$ cat config.mk
export PLATFORM = sky130hd
export DESIGN_NAME = ps2_cursor_tracker
export DESIGN_NICKNAME = d
export VERILOG_FILES = /design/src/rtl/ps2_cursor_pkg.sv /design/src/rtl/ps2_delta_clamp.sv /design/src/rtl/ps2_cursor_tracker.sv
export SDC_FILE = /design/constraint.sdc
export NUM_CORES = 1
export LEC_CHECK = 0
export CAP_MARGIN = 20
export CORE_MARGIN = 10
export CORE_UTILIZATION = 39
export CTS_BUF_LIST = sky130_fd_sc_hd__clkbuf_4 sky130_fd_sc_hd__clkbuf_8 sky130_fd_sc_hd__clkbuf_16
export CTS_CLUSTER_SIZE = 28
export DETAILED_ROUTE_END_ITERATION = 8
export GPL_TIMING_DRIVEN = 0
export PLACE_DENSITY = 0.59
export SETUP_SLACK_MARGIN = 0.4
export SYNTH_ARGS = -nofsm -noshare
export SYNTH_HDL_FRONTEND = slang
export SYNTH_SLANG_ARGS = --single-unit
$ cat constraint.sdc
create_clock -name iCLK_50 -period 5.5 [get_ports iCLK_50]
set_clock_uncertainty 0.1 [all_clocks]
set_input_delay 1.1 -clock iCLK_50 [delete_from_list [all_inputs] [get_ports iCLK_50]]
set_output_delay 1.1 -clock iCLK_50 [all_outputs]
set_load 0.05 [all_outputs]
$ cat src/rtl/ps2_cursor_pkg.sv
// Shared types and header bit positions for the PS/2 mouse packet decoder.
package ps2_cursor_pkg;

   typedef enum logic [2:0] {
      ST_B0,
      ST_B1,
      ST_B2,
      ST_B3,
      ST_APPLY
   } state_t;

   localparam int HDR_LEFT  = 0;
   localparam int HDR_RIGHT = 1;
   localparam int HDR_MID   = 2;
   localparam int HDR_SYNC  = 3;
   localparam int HDR_XSIGN = 4;
   localparam int HDR_YSIGN = 5;
   localparam int HDR_XOVF  = 6;
   localparam int HDR_YOVF  = 7;

   // Header fields kept after framing; the sync bit is consumed by the FSM.
   typedef struct packed {
      logic y_ovf;
      logic x_ovf;
      logic y_sign;
      logic x_sign;
      logic mid;
      logic right;
      logic left;
   } hdr_t;

endpackage

$ cat src/rtl/ps2_delta_clamp.sv
// Adds (or subtracts) a scaled signed 9-bit delta to a position and clamps
// the result to [0, LIMIT-1].
module ps2_delta_clamp #(
   parameter int POS_W       = 10,
   parameter int LIMIT       = 640,
   parameter int SPEED_SHIFT = 0,
   parameter bit SUBTRACT    = 1'b0
) (
   input  logic [POS_W-1:0] pos,
   input  logic signed [8:0] delta,
   output logic [POS_W-1:0] result
);

   localparam int SW = POS_W + SPEED_SHIFT + 3;
   localparam logic signed [SW-1:0] MAX_POS = SW'(LIMIT - 1);

   logic signed [SW-1:0] delta_ext;
   logic signed [SW-1:0] pos_ext;
   logic signed [SW-1:0] sum;

   always_comb begin
      delta_ext = {{(SW-9){delta[8]}}, delta} <<< SPEED_SHIFT;
      pos_ext   = {{(SW-POS_W){1'b0}}, pos};
      sum       = SUBTRACT ? (pos_ext - delta_ext) : (pos_ext + delta_ext);
      if (sum < 0)
         result = '0;
      else if (sum > MAX_POS)
         result = MAX_POS[POS_W-1:0];
      else
         result = sum[POS_W-1:0];
   end

endmodule

$ cat src/rtl/ps2_cursor_tracker.sv
// PS/2 mouse packet assembler and clamped cursor tracker with button edges,
// wheel accumulation and framing/timeout error reporting.
module ps2_cursor_tracker
   import ps2_cursor_pkg::*;
#(
   parameter int SCREEN_W    = 640,
   parameter int SCREEN_H    = 480,
   parameter int POS_W       = 10,
   parameter int PKT_BYTES   = 3,
   parameter int SPEED_SHIFT = 0,
   parameter int TIMEOUT_CYC = 100000
) (
   input  logic             iCLK_50,
   input  logic             iRST_n,
   input  logic [7:0]       iBYTE,
   input  logic             iBYTE_VALID,
   input  logic             iCLR,
   output logic [POS_W-1:0] oX,
   output logic [POS_W-1:0] oY,
   output logic             oLEFBUT,
   output logic             oRIGBUT,
   output logic             oMIDBUT,
   output logic             oLEFT_CLICK,
   output logic             oRIGHT_CLICK,
   output logic [7:0]       oWHEEL,
   output logic             oPKT_VALID,
   output logic             oSYNC_ERR,
   output logic [15:0]      oPKT_CNT
);

   localparam int CNT_W = (TIMEOUT_CYC > 1) ? $clog2(TIMEOUT_CYC) : 1;
   localparam logic [POS_W-1:0] X_CENTER = POS_W'(SCREEN_W / 2);
   localparam logic [POS_W-1:0] Y_CENTER = POS_W'(SCREEN_H / 2);

   state_t           state;
   state_t           state_next;
   hdr_t             hdr;
   logic [7:0]       x_byte;
   logic [7:0]       y_byte;
   logic [3:0]       w_nib;
   logic [CNT_W-1:0] idle_cnt;
   logic             load_hdr, load_x, load_y, load_w;
   logic             sync_err_next;
   logic             timed_out;
   logic             apply;
   logic signed [8:0] dx, dy;
   logic signed [8:0] wheel_sum;
   logic [7:0]       wheel_sat;
   logic [POS_W-1:0] x_next, y_next;

   always_ff @(posedge iCLK_50 or negedge iRST_n) begin
      if (!iRST_n)
         state <= ST_B0;
      else
         state <= state_next;
   end

   // APPLY behaves like B0 for incoming bytes so streamed packets are not lost.
   always_comb begin
      state_next    = state;
      load_hdr      = 1'b0;
      load_x        = 1'b0;
      load_y        = 1'b0;
      load_w        = 1'b0;
      sync_err_next = 1'b0;
      timed_out     = (state == ST_B1 || state == ST_B2 || state == ST_B3) &&
                      !iBYTE_VALID && (idle_cnt == CNT_W'(TIMEOUT_CYC - 1));
      case (state)
         ST_B0, ST_APPLY: begin
            state_next = ST_B0;
            if (iBYTE_VALID) begin
               if (iBYTE[HDR_SYNC]) begin
                  load_hdr   = 1'b1;
                  state_next = ST_B1;
               end else begin
                  sync_err_next = 1'b1;
               end
            end
         end
         ST_B1: begin
            if (iBYTE_VALID) begin
               load_x     = 1'b1;
               state_next = ST_B2;
            end
         end
         ST_B2: begin
            if (iBYTE_VALID) begin
               load_y     = 1'b1;
               state_next = (PKT_BYTES == 4) ? ST_B3 : ST_APPLY;
            end
         end
         ST_B3: begin
            if (iBYTE_VALID) begin
               load_w     = 1'b1;
               state_next = ST_APPLY;
            end
         end
         default: state_next = ST_B0;
      endcase
      if (timed_out) begin
         state_next    = ST_B0;
         sync_err_next = 1'b1;
      end
   end

   always_ff @(posedge iCLK_50 or negedge iRST_n) begin
      if (!iRST_n) begin
         hdr      <= '0;
         x_byte   <= '0;
         y_byte   <= '0;
         w_nib    <= '0;
         idle_cnt <= '0;
      end else begin
         if (load_hdr)
            hdr <= '{y_ovf:  iBYTE[HDR_YOVF],  x_ovf: iBYTE[HDR_XOVF],
                     y_sign: iBYTE[HDR_YSIGN], x_sign: iBYTE[HDR_XSIGN],
                     mid:    iBYTE[HDR_MID],   right: iBYTE[HDR_RIGHT],
                     left:   iBYTE[HDR_LEFT]};
         if (load_x) x_byte <= iBYTE;
         if (load_y) y_byte <= iBYTE;
         if (load_w) w_nib  <= iBYTE[3:0];
         if (iBYTE_VALID || state == ST_B0 || state == ST_APPLY || timed_out)
            idle_cnt <= '0;
         else
            idle_cnt <= idle_cnt + 1'b1;
      end
   end

   assign apply = (state == ST_APPLY);

   always_comb begin
      dx        = hdr.x_ovf ? 9'sd0 : $signed({hdr.x_sign, x_byte});
      dy        = hdr.y_ovf ? 9'sd0 : $signed({hdr.y_sign, y_byte});
      wheel_sum = $signed({oWHEEL[7], oWHEEL}) + $signed({{5{w_nib[3]}}, w_nib});
      if (wheel_sum > 9'sd127)
         wheel_sat = 8'h7F;
      else if (wheel_sum < -9'sd128)
         wheel_sat = 8'h80;
      else
         wheel_sat = wheel_sum[7:0];
   end

   ps2_delta_clamp #(
      .POS_W(POS_W), .LIMIT(SCREEN_W), .SPEED_SHIFT(SPEED_SHIFT), .SUBTRACT(1'b0)
   ) u_clamp_x (
      .pos(oX), .delta(dx), .result(x_next)
   );

   // PS/2 positive Y is up while screen Y grows downwards.
   ps2_delta_clamp #(
      .POS_W(POS_W), .LIMIT(SCREEN_H), .SPEED_SHIFT(SPEED_SHIFT), .SUBTRACT(1'b1)
   ) u_clamp_y (
      .pos(oY), .delta(dy), .result(y_next)
   );

   always_ff @(posedge iCLK_50 or negedge iRST_n) begin
      if (!iRST_n) begin
         oX           <= X_CENTER;
         oY           <= Y_CENTER;
         oLEFBUT      <= 1'b0;
         oRIGBUT      <= 1'b0;
         oMIDBUT      <= 1'b0;
         oLEFT_CLICK  <= 1'b0;
         oRIGHT_CLICK <= 1'b0;
         oWHEEL       <= '0;
         oPKT_VALID   <= 1'b0;
         oSYNC_ERR    <= 1'b0;
         oPKT_CNT     <= '0;
      end else begin
         oPKT_VALID   <= apply;
         oSYNC_ERR    <= sync_err_next;
         oLEFT_CLICK  <= apply && hdr.left && !oLEFBUT;
         oRIGHT_CLICK <= apply && hdr.right && !oRIGBUT;
         if (iCLR) begin
            oX <= X_CENTER;
            oY <= Y_CENTER;
         end else if (apply) begin
            oX <= x_next;
            oY <= y_next;
         end
         if (apply) begin
            oLEFBUT  <= hdr.left;
            oRIGBUT  <= hdr.right;
            oMIDBUT  <= hdr.mid;
            oPKT_CNT <= oPKT_CNT + 16'd1;
            if (PKT_BYTES == 4)
               oWHEEL <= wheel_sat;
         end
      end
   end

endmodule

# Word-level counts from Yosys, hierarchy flattened
# Cells that the tools add are included.
dict set report totals {
  ff_bits 86
  latchBits 0
  ramBits 0
  mem_bits_ro 0
  output_inout_bits 51
  n_memories 0
}
dict set report op_classes {
  n_addsub 4
  n_mul 0
  div_mod_pow 0
  order_cmp 4
  n_eq_ne 7
  shifts 0
  n_mux 27
  n_bitwise 0
  reduce_logical 19
}
# op n
set op_table {}
lappend op_table {{$mux W10} 8}
lappend op_table {{$lt A12 B1 Y1 const B} 2}
lappend op_table {{$mux W9} 2}
lappend op_table {{$add A17 B1 Y17 const B} 1}
lappend op_table {{$eq A17 B17 Y1 const B} 1}
lappend op_table {{$mux W17} 1}
lappend op_table {{$add A16 B1 Y16 const B} 1}
lappend op_table {{$add A11 B9 Y12} 1}
lappend op_table {{$gt A12 B10 Y1 const B} 1}
lappend op_table {{$gt A12 B11 Y1 const B} 1}
lappend op_table {{$mux W1} 12}
lappend op_table {{$sub A11 B9 Y12} 1}
lappend op_table {{$mux W3} 3}
lappend op_table {{$pmux W3 S3} 1}
lappend op_table {{$eq A3 B2 Y1 const B} 2}
lappend op_table {{$logic_and A1 B1 Y1} 6}
lappend op_table {{$logic_or A1 B1 Y1} 5}
lappend op_table {{$reduce_or A2 Y1} 2}
lappend op_table {{$eq A3 B1 Y1 const B} 1}
lappend op_table {{$eq A3 B3 Y1 const B} 1}
lappend op_table {{$logic_not A1 Y1} 3}
lappend op_table {{$logic_not A3 Y1} 1}
lappend op_table {{$ne A3 B1 Y1 const B} 1}
lappend op_table {{$ne A3 B3 Y1 const B} 1}
lappend op_table {{other kinds (2)} 2}

# Depth between registers and ports, before layout
dict set report depth {
  ltp_word 7
  depth_mapped 12
}

# Hierarchy
# From an unflattened synthesis, not the netlist that was laid out.
dict set report hier_totals {
  cells_unflattened 525
  area_unflattened_um2 5170.0
}
# mod instances cells_each area_per_inst_um2 seq_area_each_um2
set modules_own_cells {}
lappend modules_own_cells {ps2_cursor_tracker 1 343 3814.9 2159.6}
lappend modules_own_cells {{ps2_delta_clamp (u_clamp_x)} 1 91 688.2 0.0}
lappend modules_own_cells {{ps2_delta_clamp (u_clamp_y)} 1 91 666.9 0.0}

# Least setup slack after synthesis
# OpenSTA, ideal clock, no wires.
dict set report synth_path {
  path_kind {reg2reg}
  from {reg oX[0]}
  to {reg oX[8]}
  arrival_time_ns 2.910
  slack_ns 2.407
  stages_incl_launch_ff 12
  path_buffers 1
  synth_period_minus_slack_ns 3.093
  path_cell_list {dfrtp_1 ha_1 inv_1 fa_1 nor2b_1 o2111a_1 a2111oi_0 or4_1 a41o_1 and2_4 buf_6 a221o_1}
}
dict set report synth_via {
  elab_chain_cells 6
}
# element line
set synth_rtl {}
lappend synth_rtl {{from (decl)} ps2_cursor_tracker.sv:18} ;# output logic [POS_W-1:0] oX,
lappend synth_rtl {{from (signal assigned)} ps2_cursor_tracker.sv:178} ;# oX <= x_next;
lappend synth_rtl {{$add A11 B9 Y12 *} ps2_delta_clamp.sv:24} ;# sum = SUBTRACT ? (pos_ext - delta_ext) : (pos_ext + delta_ext);
lappend synth_rtl {{$gt A12 B11 Y1} ps2_delta_clamp.sv:27} ;# else if (sum > MAX_POS)
lappend synth_rtl {{$mux W10} ps2_delta_clamp.sv:27}
lappend synth_rtl {{$mux W10 *} ps2_delta_clamp.sv:25} ;# if (sum < 0)
lappend synth_rtl {{$mux W10 *} ps2_cursor_tracker.sv:177} ;# end else if (apply) begin
lappend synth_rtl {{$mux W10 *} ps2_cursor_tracker.sv:174} ;# if (iCLR) begin
# Every way passes the cells marked *; elsewhere a longest branch is shown, timed or not. The select of a mux whose other input is x is not followed.
# A chain may end at the register's enable or synchronous reset.

# Final worst setup path
dict set report layout_path {
  from {reg hdr[5] in the netlist's numbering}
  to {reg oX[8]}
}
dict set report layout_via {
  elab_chain_cells 7
}
# element line
set layout_rtl {}
lappend layout_rtl {{from (decl)} ps2_cursor_tracker.sv:37} ;# hdr_t hdr;
lappend layout_rtl {{from (signal assigned)} ps2_cursor_tracker.sv:115} ;# hdr <= '{y_ovf: iBYTE[HDR_YOVF], x_ovf: iBYTE[HDR_XOVF],
lappend layout_rtl {{$mux W9 *} ps2_cursor_tracker.sv:132} ;# dx = hdr.x_ovf ? 9'sd0 : $signed({hdr.x_sign, x_byte});
lappend layout_rtl {{$add A11 B9 Y12 *} ps2_delta_clamp.sv:24}
lappend layout_rtl {{$gt A12 B11 Y1} ps2_delta_clamp.sv:27}
lappend layout_rtl {{$mux W10} ps2_delta_clamp.sv:27}
lappend layout_rtl {{$mux W10 *} ps2_delta_clamp.sv:25}
lappend layout_rtl {{$mux W10 *} ps2_cursor_tracker.sv:177}
lappend layout_rtl {{$mux W10 *} ps2_cursor_tracker.sv:174}
# Marked as above.

==> implementation parameters <==
Parameter                              Value

Floorplan
  Die area    17400 µm²
  I/O pin count    63
  Die height    132 µm
  Number of placement rows    40
  CORE AREA    12100 µm²
  Floorplan die width    132 µm
  Effective utilization at floorplan    40.2%

STA
  Portion of the clock cycle consumed by the worst path in the final layout    60.5%
  Final Hold Fails    0
  Slew @ Worst Pin    1.02 ns
  Highest clock rate    301 MHz
  Final Setup Violations    0
  Worst Slack Setup Final    2.17 ns
  Final Slew Violations    0
  Slew HR    32.0%
  RSZ-0062 raised after global routing    false
  Final-layout setup total negative slack    0 ns
  Clock period minus worst slack    3.33 ns

Setup path
  Number of cell instances on the worst register-to-register path    12
  Largest stage delay on the critical path    0.48 ns
  CP dominant cell by count    nor2b_1
  First element of the critical path    hdr[5]$_DFFE_PN0P_
  Register-to-register path setup slack    2.17 ns
  Worst reg2reg endpoint    oX[8]$_DFFE_PN1P_
  Start-to-end type of the worst setup path    register to register
  Arr. time, crit path    3.50 ns
  Worst Setup End Kind    register
  End of the critical path    oX[8]$_DFFE_PN1P_
  WP data required    5.67 ns
  Critical Path Fanout Max    10
  Start of the worst register-to-register path    hdr[5]$_DFFE_PN0P_
  Cell chain of the critical path    nor2b_1 > ha_1 > inv_1 > fa_1 > nor2b_1 > o2111a_1 > a2111oi_0 > or4_1 > a41o_1 > and2_4 > buf_6 > a221o_1
  Cell with the largest stage delay on the worst path    dfrtp_1
  Worst Setup Start Kind    register

Drt
  Average detailed-routed wire length per instance    15.9 µm
  Post-Route WL    11500 µm
  Mean number of vias per cell    5.15
  Detailed-routing iteration count for the pre-antenna-repair pass    4
  DR DRC count    0
  Number of vias in the routed layout    3726
  Final ANT Viol Nets    0
  First DRT Iteration DRCs    171

Logic synthesis
  Synthesized netlist cell count    477
  Syn avg cell area    10.2 µm²
  Async S/R FF share, synth    100%
  Synthesis Warnings    8
  Dominant register cell in the synthesized netlist    dfrtp_1
  Number of synthesized flops with an enable pin    0
  Synthesized area    4870 µm²
  Flop and latch count out of synthesis    86
  Number of different library cells in the post-synthesis netlist    61
  Proportion of synthesized chip area in sequential cells    44.4%

Placement
  RD Place Congestion    0.848
  Hpwl dp    8880 µm
  I/O Buffers    54
  Post-placement setup slack    2.17 ns

Finish
  Total area of sequential cells    2160 µm²
  Fraction of final layout cells with drive strength greater than 1    12.4%
  Layout-stage area growth over the synthesis result    22.4%
  Footprint of the multi-input gates    2570 µm²
  Nets    590
  Ant diodes    0
  Final-layout fill cell count    1167

Global route
  Busiest layer in global routing    met2
  Global-route usage over all layers    13.7%
  Met2 routing resource usage after global routing    21.0%
  Vias in the first global route    3887
  Leftover overflow at the end of global routing    0
  GR Util met3    3.32%
  First-pass GRT wire length    19700 µm
  Global Route met1 Usage    17.8%
  Pin count of the biggest net entering global routing    46
  Antenna violations before repair    0

Power
  Overall Power    2450 µW
  Power density over the cells    411 nW/µm²
  Leakage power of the design    0.00257 µW
  Maximum VDD drop    0.196 mV

Clocking
  Post-CTS Resized    0
  # Post-CTS Setup Buffers    0
  CTS clock-pin slew for the worst setup and hold paths    0.06 ns
  TritonCTS Sinks    86
  Maximum count of clock buffers along a single path    2
  Worst-skew pair later-pin latency    0.34 ns
  Clock root buffer master    clkbuf_16
  CTS buffer count    9
  Clock tree from TritonCTS    built
  Maximum level of the CTS H-tree    3
  Hold bufs inserted after CTS    0

Status
  Status    finished, final reports clean

Run
  Number of max-cap violations    0

Worst hold path
  Classification of the worst-slack hold path    register to register
[Yosys cell counts, types with 5 or more instances]
master	n	share of area (%)
nand4_1	5	0.64
nor3_1	5	0.51
and3_1	8	1.0
nor2_1	38	2.9
ha_1	25	6.4
dfrtp_1	80	41
nand3_1	13	1.3
nand2_1	38	2.9
nor2b_1	14	1.8
dfstp_2	6	3.2
a21o_1	9	1.4
nand2b_1	17	2.2
o21ai_0	20	2.1
xor2_1	18	3.2
clkbuf_1	6	0.46
buf_4	8	1.2
mux2_2	24	5.6
xnor2_1	28	5.0
a31oi_1	7	0.90
a21oi_1	24	2.5
inv_1	17	1.3
[cell type report]
type / count / area share, %
multi-input combinational: 364 / 43.1
timing repair buffer: 56 / 9.58
tap: 168 / 3.53
sequential: 86 / 36.2
buffer: 17 / 1.72
clock buffer: 13 / 4.39
clock inverter: 3 / 0.357
inverter: 17 / 1.07
[logic make-up (layout without fill, tap and decap cells)]
family	after synthesis	in the layout	share of synthesized area [%]
AO/OA/AOI/OAI	98	98	13.5
XOR/XNOR	46	46	8.28
adder cells (fa/ha/maj)	27	27	7.25
buffers and inverters	34	106	3.42
flip-flops	86	86	44.4
multiplexers	28	28	6.48
other	1	8	0.0770
AND/OR/NAND/NOR	157	157	16.6
[layer usage]
layer	vias up	wire, µm
met2	80	5000
li1	1822	-
met3	20	624
met5	-	0
met4	0	304
met1	1804	5570
[registers in the layout, indices dropped and copies added, names as in the netlist]
| signal | flops |
|---|---|
| oRIGBUT | 1 |
| oPKT_CNT | 16 |
| y_byte | 8 |
| oY | 10 |
| oRIGHT_CLICK | 1 |
| oLEFT_CLICK | 1 |
| oMIDBUT | 1 |
| state | 3 |
| oLEFBUT | 1 |
| oX | 10 |
| x_byte | 8 |
| oPKT_VALID | 1 |
| oSYNC_ERR | 1 |
| hdr | 7 |
| idle_cnt | 17 |
[cells in the final DEF, fill, tap and decap left out, types with 3 or more instances in the layout]
master           count
a211oi_1             3
a21o_1               9
a21oi_1             24
a311oi_1             4
a31oi_1              7
and3_1               8
buf_4                9
clkbuf_1             6
clkbuf_16            9
clkbuf_4             3
clkdlybuf4s50_1     53
conb_1               8
dfrtp_1             80
dfstp_2              6
ha_1                25
inv_1               17
mux2_2              24
mux2i_1              3
nand2_1             38
nand2b_1            17
nand3_1             13
nand4_1              5
nor2_1              38
nor2b_1             14
nor3_1               5
nor4_1               4
o211ai_1             4
o21a_1               4
o21ai_0             20
o21bai_1             3
or3_1                4
xnor2_1             28
xor2_1              18
[worst min path at each step]
| stage | from | to | cells past startpoint |
|---|---|---|---|
| 2_1_floorplan | hdr[2]$_DFFE_PN0P_ | oMIDBUT$_DFFE_PN0P_ | 2 |
| 3_3_place_gp | oPKT_CNT[15]$_DFFE_PN0P_ | oPKT_CNT[15]$_DFFE_PN0P_ | 1 |
| 4_1_cts | oLEFBUT$_DFFE_PN0P_ | oLEFT_CLICK$_DFF_PN0_ | 1 |
| 6_report | oLEFBUT$_DFFE_PN0P_ | oLEFT_CLICK$_DFF_PN0_ | 1 |
| 3_5_place_dp | oLEFBUT$_DFFE_PN0P_ | oLEFT_CLICK$_DFF_PN0_ | 1 |
| 5_1_grt | oLEFBUT$_DFFE_PN0P_ | oLEFT_CLICK$_DFF_PN0_ | 1 |
[stage by stage]
stage / instance area (µm²) / utilization, % / hold WS [ns] / cells
CTS: 5950 / 49.2 / 0.379 / 723
global placement: 5650 / 46.6 / 0.363 / 706
global route: 5960 / 49.2 / 0.393 / 724
floorplan: 4890 / - / 0.335 / 484
finish: 5960 / 49.2 / 0.370 / 724
detailed placement: 5670 / 46.8 / 0.368 / 707
[where the power goes]
group	total, µW	internal, µW	leakage (µW)	switching (µW)
logic	1020	440	0.00131	584
clock network	585	334	0.000140	251
registers	837	747	0.00112	90.5
[critical path: cells and delay by family (launching register included)]
kind | cells | cell delay (ns)
flip-flops | 1 | 0.48
AO/OA/AOI/OAI | 4 | 0.87
buffers and inverters | 2 | 0.19
AND/OR/NAND/NOR | 4 | 0.98
adder cells (fa/ha/maj) | 2 | 0.64
Power figures use the tool's default switching activity.
